<file path="src/rtl/multicycle_ctrl_pkg.sv">
// Shared types for the RV32I multi-cycle controller: decoded control bundle,
// sequencer state encoding and datapath mux-select codes.
package multicycle_ctrl_pkg;

    typedef struct packed {
        logic [3:0] alu_op;
        logic       alu_src;
        logic [1:0] reg_write_src;
        logic       reg_write;
        logic       mem_read;
        logic       mem_write;
        logic [2:0] mem_size;
        logic       branch;
        logic       jump;
    } control_signals_t;

    typedef enum logic [2:0] {
        S_RESET  = 3'd0,
        S_FETCH  = 3'd1,
        S_DECODE = 3'd2,
        S_EXEC   = 3'd3,
        S_MEM    = 3'd4,
        S_WB     = 3'd5
    } ctrl_state_e;

    localparam logic [1:0] PC_SEL_PLUS4  = 2'b00;
    localparam logic [1:0] PC_SEL_TARGET = 2'b01;
    localparam logic [1:0] PC_SEL_JALR   = 2'b10;

    localparam logic ADDR_SEL_PC  = 1'b0;
    localparam logic ADDR_SEL_ALU = 1'b1;

endpackage

</file>
<file path="src/rtl/multicycle_ctrl_perf_counters.sv">
// Free-running cycle counter and retired-instruction counter,
// both wrapping modulo 2^CNT_W and cleared by reset.
module perf_counters #(
    parameter int CNT_W = 32
) (
    input  logic             clk,
    input  logic             rst,
    input  logic             count_en,
    input  logic             retire,
    output logic [CNT_W-1:0] cycle_cnt,
    output logic [CNT_W-1:0] instret_cnt
);

    always_ff @(posedge clk or posedge rst) begin
        if (rst) begin
            cycle_cnt   <= '0;
            instret_cnt <= '0;
        end else begin
            if (count_en)
                cycle_cnt <= cycle_cnt + CNT_W'(1);
            if (retire)
                instret_cnt <= instret_cnt + CNT_W'(1);
        end
    end

endmodule

</file>
<file path="src/rtl/multicycle_ctrl.sv">
// FETCH/DECODE/EXEC/MEM/WB sequencer for the RV32I multi-cycle datapath.
// Define PERF_CNT_EN to build the cycle/instret counters.
module multicycle_ctrl
    import multicycle_ctrl_pkg::*;
#(
    parameter int CNT_W = 32
) (
    input  logic             clk,
    input  logic             rst,
    input  control_signals_t ctrl,
    input  logic             op_valid,
    input  logic             branch_taken,
    input  logic             mem_ready,
    output logic             mem_req,
    output logic             mem_we,
    output logic             addr_sel,
    output logic             ir_we,
    output logic             mdr_we,
    output logic             alu_res_we,
    output logic             rf_we,
    output logic             pc_we,
    output logic [1:0]       pc_sel,
    output logic             illegal,
    output logic [2:0]       state_o,
    output logic [CNT_W-1:0] cycle_cnt,
    output logic [CNT_W-1:0] instret_cnt
);

    ctrl_state_e state, nxt;
    logic        is_mem;
    logic        unused_ctrl;

    assign is_mem      = ctrl.mem_read | ctrl.mem_write;
    assign state_o     = state;
    assign unused_ctrl = ^{ctrl.alu_op, ctrl.reg_write_src, ctrl.mem_size};

    always_ff @(posedge clk or posedge rst) begin
        if (rst)
            state <= S_RESET;
        else
            state <= nxt;
    end

    always_comb begin
        nxt = state;
        unique case (state)
            S_RESET:  nxt = S_FETCH;
            S_FETCH:  if (mem_ready) nxt = S_DECODE;
            S_DECODE: nxt = op_valid ? S_EXEC : S_FETCH;
            S_EXEC: begin
                if (is_mem)
                    nxt = S_MEM;
                else if (ctrl.branch)
                    nxt = S_FETCH;
                else
                    nxt = S_WB;
            end
            // a combined read+write access resolves as a store
            S_MEM:    if (mem_ready) nxt = ctrl.mem_write ? S_FETCH : S_WB;
            S_WB:     nxt = S_FETCH;
            default:  nxt = S_RESET;
        endcase
    end

    always_comb begin
        mem_req    = 1'b0;
        mem_we     = 1'b0;
        addr_sel   = ADDR_SEL_PC;
        ir_we      = 1'b0;
        mdr_we     = 1'b0;
        alu_res_we = 1'b0;
        rf_we      = 1'b0;
        pc_we      = 1'b0;
        pc_sel     = PC_SEL_PLUS4;
        illegal    = 1'b0;
        unique case (state)
            S_FETCH: begin
                mem_req = 1'b1;
                ir_we   = mem_ready;
            end
            S_DECODE: begin
                illegal = ~op_valid;
                pc_we   = ~op_valid;
            end
            S_EXEC: begin
                alu_res_we = 1'b1;
                if (!is_mem && ctrl.branch) begin
                    pc_we  = 1'b1;
                    pc_sel = branch_taken ? PC_SEL_TARGET : PC_SEL_PLUS4;
                end
            end
            S_MEM: begin
                mem_req  = 1'b1;
                addr_sel = ADDR_SEL_ALU;
                mem_we   = ctrl.mem_write;
                mdr_we   = mem_ready & ~ctrl.mem_write;
                pc_we    = mem_ready & ctrl.mem_write;
            end
            S_WB: begin
                rf_we = ctrl.reg_write;
                pc_we = 1'b1;
                if (ctrl.jump)
                    pc_sel = ctrl.alu_src ? PC_SEL_JALR : PC_SEL_TARGET;
            end
            default: ;
        endcase
    end

`ifdef PERF_CNT_EN
    logic count_en;
    logic retire;

    assign count_en = (state != S_RESET);
    assign retire   = pc_we & ~illegal;

    perf_counters #(
        .CNT_W(CNT_W)
    ) u_perf (
        .clk        (clk),
        .rst        (rst),
        .count_en   (count_en),
        .retire     (retire),
        .cycle_cnt  (cycle_cnt),
        .instret_cnt(instret_cnt)
    );
`else
    assign cycle_cnt   = '0;
    assign instret_cnt = '0;
`endif

endmodule

</file>
<file path="config.mk">
export PLATFORM = sky130hd
export DESIGN_NAME = multicycle_ctrl
export DESIGN_NICKNAME = d
export VERILOG_FILES = /design/src/rtl/multicycle_ctrl_pkg.sv /design/src/rtl/multicycle_ctrl_perf_counters.sv /design/src/rtl/multicycle_ctrl.sv
export SDC_FILE = /design/constraint.sdc
export NUM_CORES = 1
export LEC_CHECK = 0
export CAP_MARGIN = 10
export CELL_PAD_IN_SITES_DETAIL_PLACEMENT = 1
export CELL_PAD_IN_SITES_GLOBAL_PLACEMENT = 1
export CORE_MARGIN = 4
export CORE_UTILIZATION = 15
export DETAILED_ROUTE_END_ITERATION = 16
export PLACE_DENSITY = 0.79
export SLEW_MARGIN = 10
export SYNTH_ARGS = -nofsm -noshare
export SYNTH_HDL_FRONTEND = slang
export SYNTH_HIERARCHICAL = 1
export SYNTH_SLANG_ARGS = --single-unit
</file>
<file path="constraint.sdc">
create_clock -name clk -period 1.3 [get_ports clk]
set_input_delay 0.195 -clock clk [delete_from_list [all_inputs] [get_ports clk]]
set_output_delay 0.195 -clock clk [all_outputs]
set_load 0.02 [all_outputs]
</file>
==> metrics.cfg, run 1 <==
[layout]
antenna_cells=0
final_cell_mix=conb_1 (64), buf_6 (14), buf_4 (10), clkdlybuf4s50_1 (8), clkbuf_8 (3)
fin_util_pct=21.95
area_delta_synth_final_pct=40.03
nFillCells=642
layout-drive-gt1-share_pct=34.27
largest_reg_flops=3
final_common_cell=conb_1
nets=165

[flow_run]
drv_cap=0

[detailed_routing]
vias=632
wl_per_cell_um=9.592
post_drt_via_cell_ratio=2.967
drc_errors=0
ant_nets=0
first_pass_iters=2
drt-initial-drc-count=9
routed_wl_um=2043

[global_route]
first_global_vias=616
grt_max_degree=9
antenna_found_initial=0
grt_overflow=0
track_usage_pct=5.469
grt_pass1_wl_um=2766

[pwr]
pwr-share-seq_pct=9.8
leakage_uw=0.0005945
power.switching_uw=867.5
p_sw_share_pct=46.73
irDropWorstVdd_mv=0.4284
p_comb_share_pct=75.1
intPower_uw=988.9
power_density_nw_per_um2=1625
clkPwrFrac_pct=15.2

[yosys]
yosysWarnings=6
synth_seq_cells=3
syn_area_per_cell_um2=7.769
synth_flop_cell=dfrtp_1
synth-seq-area-share_pct=9.202
syn_area_um2=815.8
postSynthCellCount=105
synth_edf_count=0
synth_cell_type_count=30
ys_async_sr_fraction_pct=100.0

[placement]
port_buffers=24
pre_cts_ws_ps=-753.5
gp_congestion=0.7612
post-dp-hpwl_um=1681

[critical_path]
crit_fanout=4
path_class=flop to output port
cp_cell_sequence=nand3b_1 > nor4b_4 > o31a_1 > buf_4
start_kind=flop
crit_slowest_cell=dfrtp_2
required_ps=1110
cp.arrival_ps=1510
worstSetupEndpointType=output port
slowest_delay_ps=400

[run_status]
status=complete, but fails checks
violations=setup timing

[clocking]
hold_buffers=0
cts_root_buffer=clkbuf_8
cts-buffers-inserted=3
clk_latency_ps=220
clock_path_buffers=2
cts_tree=done
cts.clk_slew.worst_paths_ps=40
clock_sinks=3
htreeDepth=1

[sta]
hold_viol=0
post-route-period-util_pct=130.8
max_freq_mhz=588.0
finalSetupViolCount=11
maxSlewViolCount=0
fin_skew_ps=6.715
worst_slack_ps=-400.7
period_needed_ps=1701
rsz0062_at_grt=true

[floorplanning]
core-area_um2=5205
num_rows=26
die-area_um2=6682
initial_core_util_pct=15.67
io_pins=98
dieHeight_um=81.75
dieWidth_um=81.75

[min_path]
hold_path_class=input port to asynchronous set/reset pin

final timing paths:
check                           cells after the start  slack (ps)          to        from
max in group asynchronous                           2        1020  state_o[2]         rst
worst max register to register                      4          10  state_o[2]  state_o[1]
worst max-delay path                                4        -400       pc_we  state_o[2]
worst min register to register                      2         590  state_o[0]  state_o[2]
worst min-delay path                                2         140  state_o[0]         rst
min in group clk                                    2         590  state_o[0]  state_o[2]
power groups by stage:
stage                     Sequential, uW  Clock [uW]  Combinational [uW]
after floorplan                      230           0                 853
after global placement               174           0                1220
after detailed placement             179           0                1240
after CTS                            180         292                1290
after global routing                 188         309                1510
final                                181         282                1390
logic make-up after synthesis:
group,count (synthesis),share of synthesized area [%]
buffers and inverters,70,62.42
AND/OR/NAND/NOR,19,15.95
flip-flops,3,9.202
XOR/XNOR,1,1.074
AO/OA/AOI/OAI,10,9.357
adder cells (fa/ha/maj),1,1.533
other,1,0.4597
critical path: cells and delay by family, from the launching register on:
family          cells  cell delay [ps]
simple gates        2              580
flops               1              400
compound gates      1              160
buf+inv             1              130
final cells by class:
| class | count | area [um^2] | share of cell area [%] |
|---|---|---|---|
| clock buffers | 4 | 45.04 | 3.943 |
| well taps | 70 | 87.58 | 7.667 |
| flip-flops and latches | 3 | 77.57 | 6.791 |
| inverters | 3 | 11.26 | 0.9858 |
| multi-input cells | 95 | 549.3 | 48.08 |
| repair buffers | 38 | 371.6 | 32.53 |
cell usage after synthesis, types with 2 or more instances:
cell      count  area [um^2]
o21ai_0       2        10.01
dfrtp_1       3        75.07
nor2_1        3        11.26
nor3_1        2        10.01
buf_4        65        488.0
and2b_1       2        15.01
nand3b_1      2        15.01
buf_2         2        10.01
inv_1         3        11.26
stage by stage:
step / hold WS [ps] / std cells / TNS [ps] / power, uW / instance area [um^2]
2_1_floorplan: -51.49 / 168 / -1031 / 1082 / 1097
3_3_place_gp: 368.3 / 207 / -6138 / 1397 / 1007
3_5_place_dp: 381.0 / 207 / -6414 / 1418 / 1007
4_1_cts: 138.1 / 212 / -2438 / 1764 / 1089
5_1_grt: 141.1 / 213 / -3422 / 2004 / 1142
6_report: 136.9 / 213 / -2621 / 1856 / 1142
timing repair:
item | 4_1_cts | 5_1_grt
setup endpoints to repair | 15 | 14
hold endpoints to repair | 0 | 0
cloned | 0 | 0
setup buffers | 2 | 3
pin swaps | 6 | 3
gates resized for setup | 84 | 9
per-layer routing:
| layer | wire, um | GRT usage [%] | vias to the layer above | share of wire (%) |
|---|---|---|---|---|
| met2 | 1071 | 9.289 | 57 | 52 |
| met1 | 651 | 5.733 | 287 | 32 |
| met4 | 21 | 2.492 | 0 | 1.0 |
| li1 | - | - | 286 | - |
| met3 | 299 | 2.522 | 2 | 15 |
| met5 | 0 | 0 | - | 0 |
Note: power is estimated with default switching activity, not from simulation.
==> run 2, diff against run 1 <==
Settings changed: SLEW_MARGIN 10 to not set.
==> results of run 2 <==
Final layout, timing and power as in run 1 (identical DEF).
==> run 3, diff against run 2 <==
Clock period 1.3 ns to 1.55 ns, I/O delays scaled along.
==> metrics.cfg, run 3 (synthesized netlist as in run 1, its figures left out) <==
[layout]
nets=169
largest_reg_flops=3
antenna_cells=0
final_common_cell=conb_1
fin_cells=217
layout-drive-gt1-share_pct=31.97
final_cell_mix=conb_1 (64), buf_4 (15), buf_6 (13), clkdlybuf4s50_1 (11)
area_delta_synth_final_pct=41.41
fin_util_pct=22.16

[clocking]
htreeDepth=1
cts_root_buffer=clkbuf_8
cts_tree=done
cts.clk_slew.worst_paths_ps=30
clk_latency_ps=210
clock_sinks=3
cts-buffers-inserted=3
clock_path_buffers=2

[sta]
max_freq_mhz=570.9
timing.hold.ws_ps=195.9
rsz0062_at_grt=true
fin_skew_ps=2.370
worst_slack_ps=-201.5
period_needed_ps=1752
finalSetupViolCount=7
tns_ps=-781.2
post-route-period-util_pct=113.0
hold_viol=0
maxSlewViolCount=0

[critical_path]
rr_endpoint=state_o[0]
worstSetupEndpointType=output port
cp.arrival_ps=1520
r2r_start=state_o[1]
path_class=flop to output port
crit_fanout=4
start_kind=flop
reg2reg_depth=4
r2r_slack_ps=170
required_ps=1320

[placement]
post-dp-hpwl_um=1777
gp_congestion=0.7949
port_buffers=24
dpl.cell_count=208

[flow_run]
drv_cap=0

[detailed_routing]
post_drt_via_cell_ratio=2.940
drc_errors=0
first_pass_iters=4
routed_wl_um=2057
ant_nets=0
vias=638
wl_per_cell_um=9.479
drt-initial-drc-count=15

[floorplanning]
core-area_um2=5205
die-area_um2=6682
dieWidth_um=81.75
num_rows=26
dieHeight_um=81.75
initial_core_util_pct=15.67
io_pins=98

[global_route]
grt_pass1_wl_um=2739
grt_overflow=0
first_global_vias=634
grt_max_degree=13
track_usage_pct=5.266
antenna_found_initial=0

[pwr]
finalPower_uw=1555
power_density_nw_per_um2=1348
leakage_uw=0.0006033
irDropWorstVdd_mv=0.5465

[min_path]
hold_path_class=input port to asynchronous set/reset pin

[run_status]
status=complete, but fails checks
violations=setup timing

-- run 3: area by class of cell --
cell class	count	area, um^2
multi-input combinational	95	533.0
clock buffer	4	45.04
timing repair buffer	42	399.1
fill	643	4051
tap	70	87.58
sequential	3	77.57
inverter	3	11.26
-- run 3: per-stage QoR --
| step | cell area [um^2] | setup slack [ps] |
|---|---|---|
| after floorplan | 1079 | -50.07 |
| after global placement | 999.7 | -499.3 |
| after detailed placement | 999.7 | -523.4 |
| after CTS | 1085 | -190.1 |
| after global routing | 1154 | -274.7 |
| final | 1154 | -201.5 |
-- run 3: worst max-delay path by stage --
| stage | to | start | cells after the start |
|---|---|---|---|
| after floorplan | pc_we | state_o[2] | 4 |
| after global placement | pc_we | ctrl[6] | 5 |
| after detailed placement | pc_we | ctrl[6] | 5 |
| after CTS | pc_we | state_o[2] | 5 |
| after global routing | pc_we | state_o[2] | 5 |
| final | pc_we | state_o[2] | 5 |
-- run 3: repair_timing --
item / CTS / global route
resized for setup: 66 / 14
endpoints found under the hold margin: 0 / 0
cloned: 0 / 0
buffers inserted: 3 / 3
pin swaps: 3 / 4
hold buffers: 0 / 0
setup endpoints to repair: 13 / 8
-- run 3: worst max-delay path: stages, from the launching register on --
cell and delay [ps]:
dfrtp_2 390, buf_6 120, and2b_2 220, nor2b_1 130
o31a_1 310, buf_6 140
-- run 3: per-layer routing --
layer	global-route usage (%)	up-vias	share of wire [%]
met5	0	-	0
met4	0.4983	0	0
met3	2.193	0	12
met2	10.58	46	58
met1	5.085	294	30
li1	-	298	-
-- run 3: where the power goes --
part	internal (uW)	switching, uW
logic	554	632
clock network	175	46.7
registers	119	28.4
total	848	707
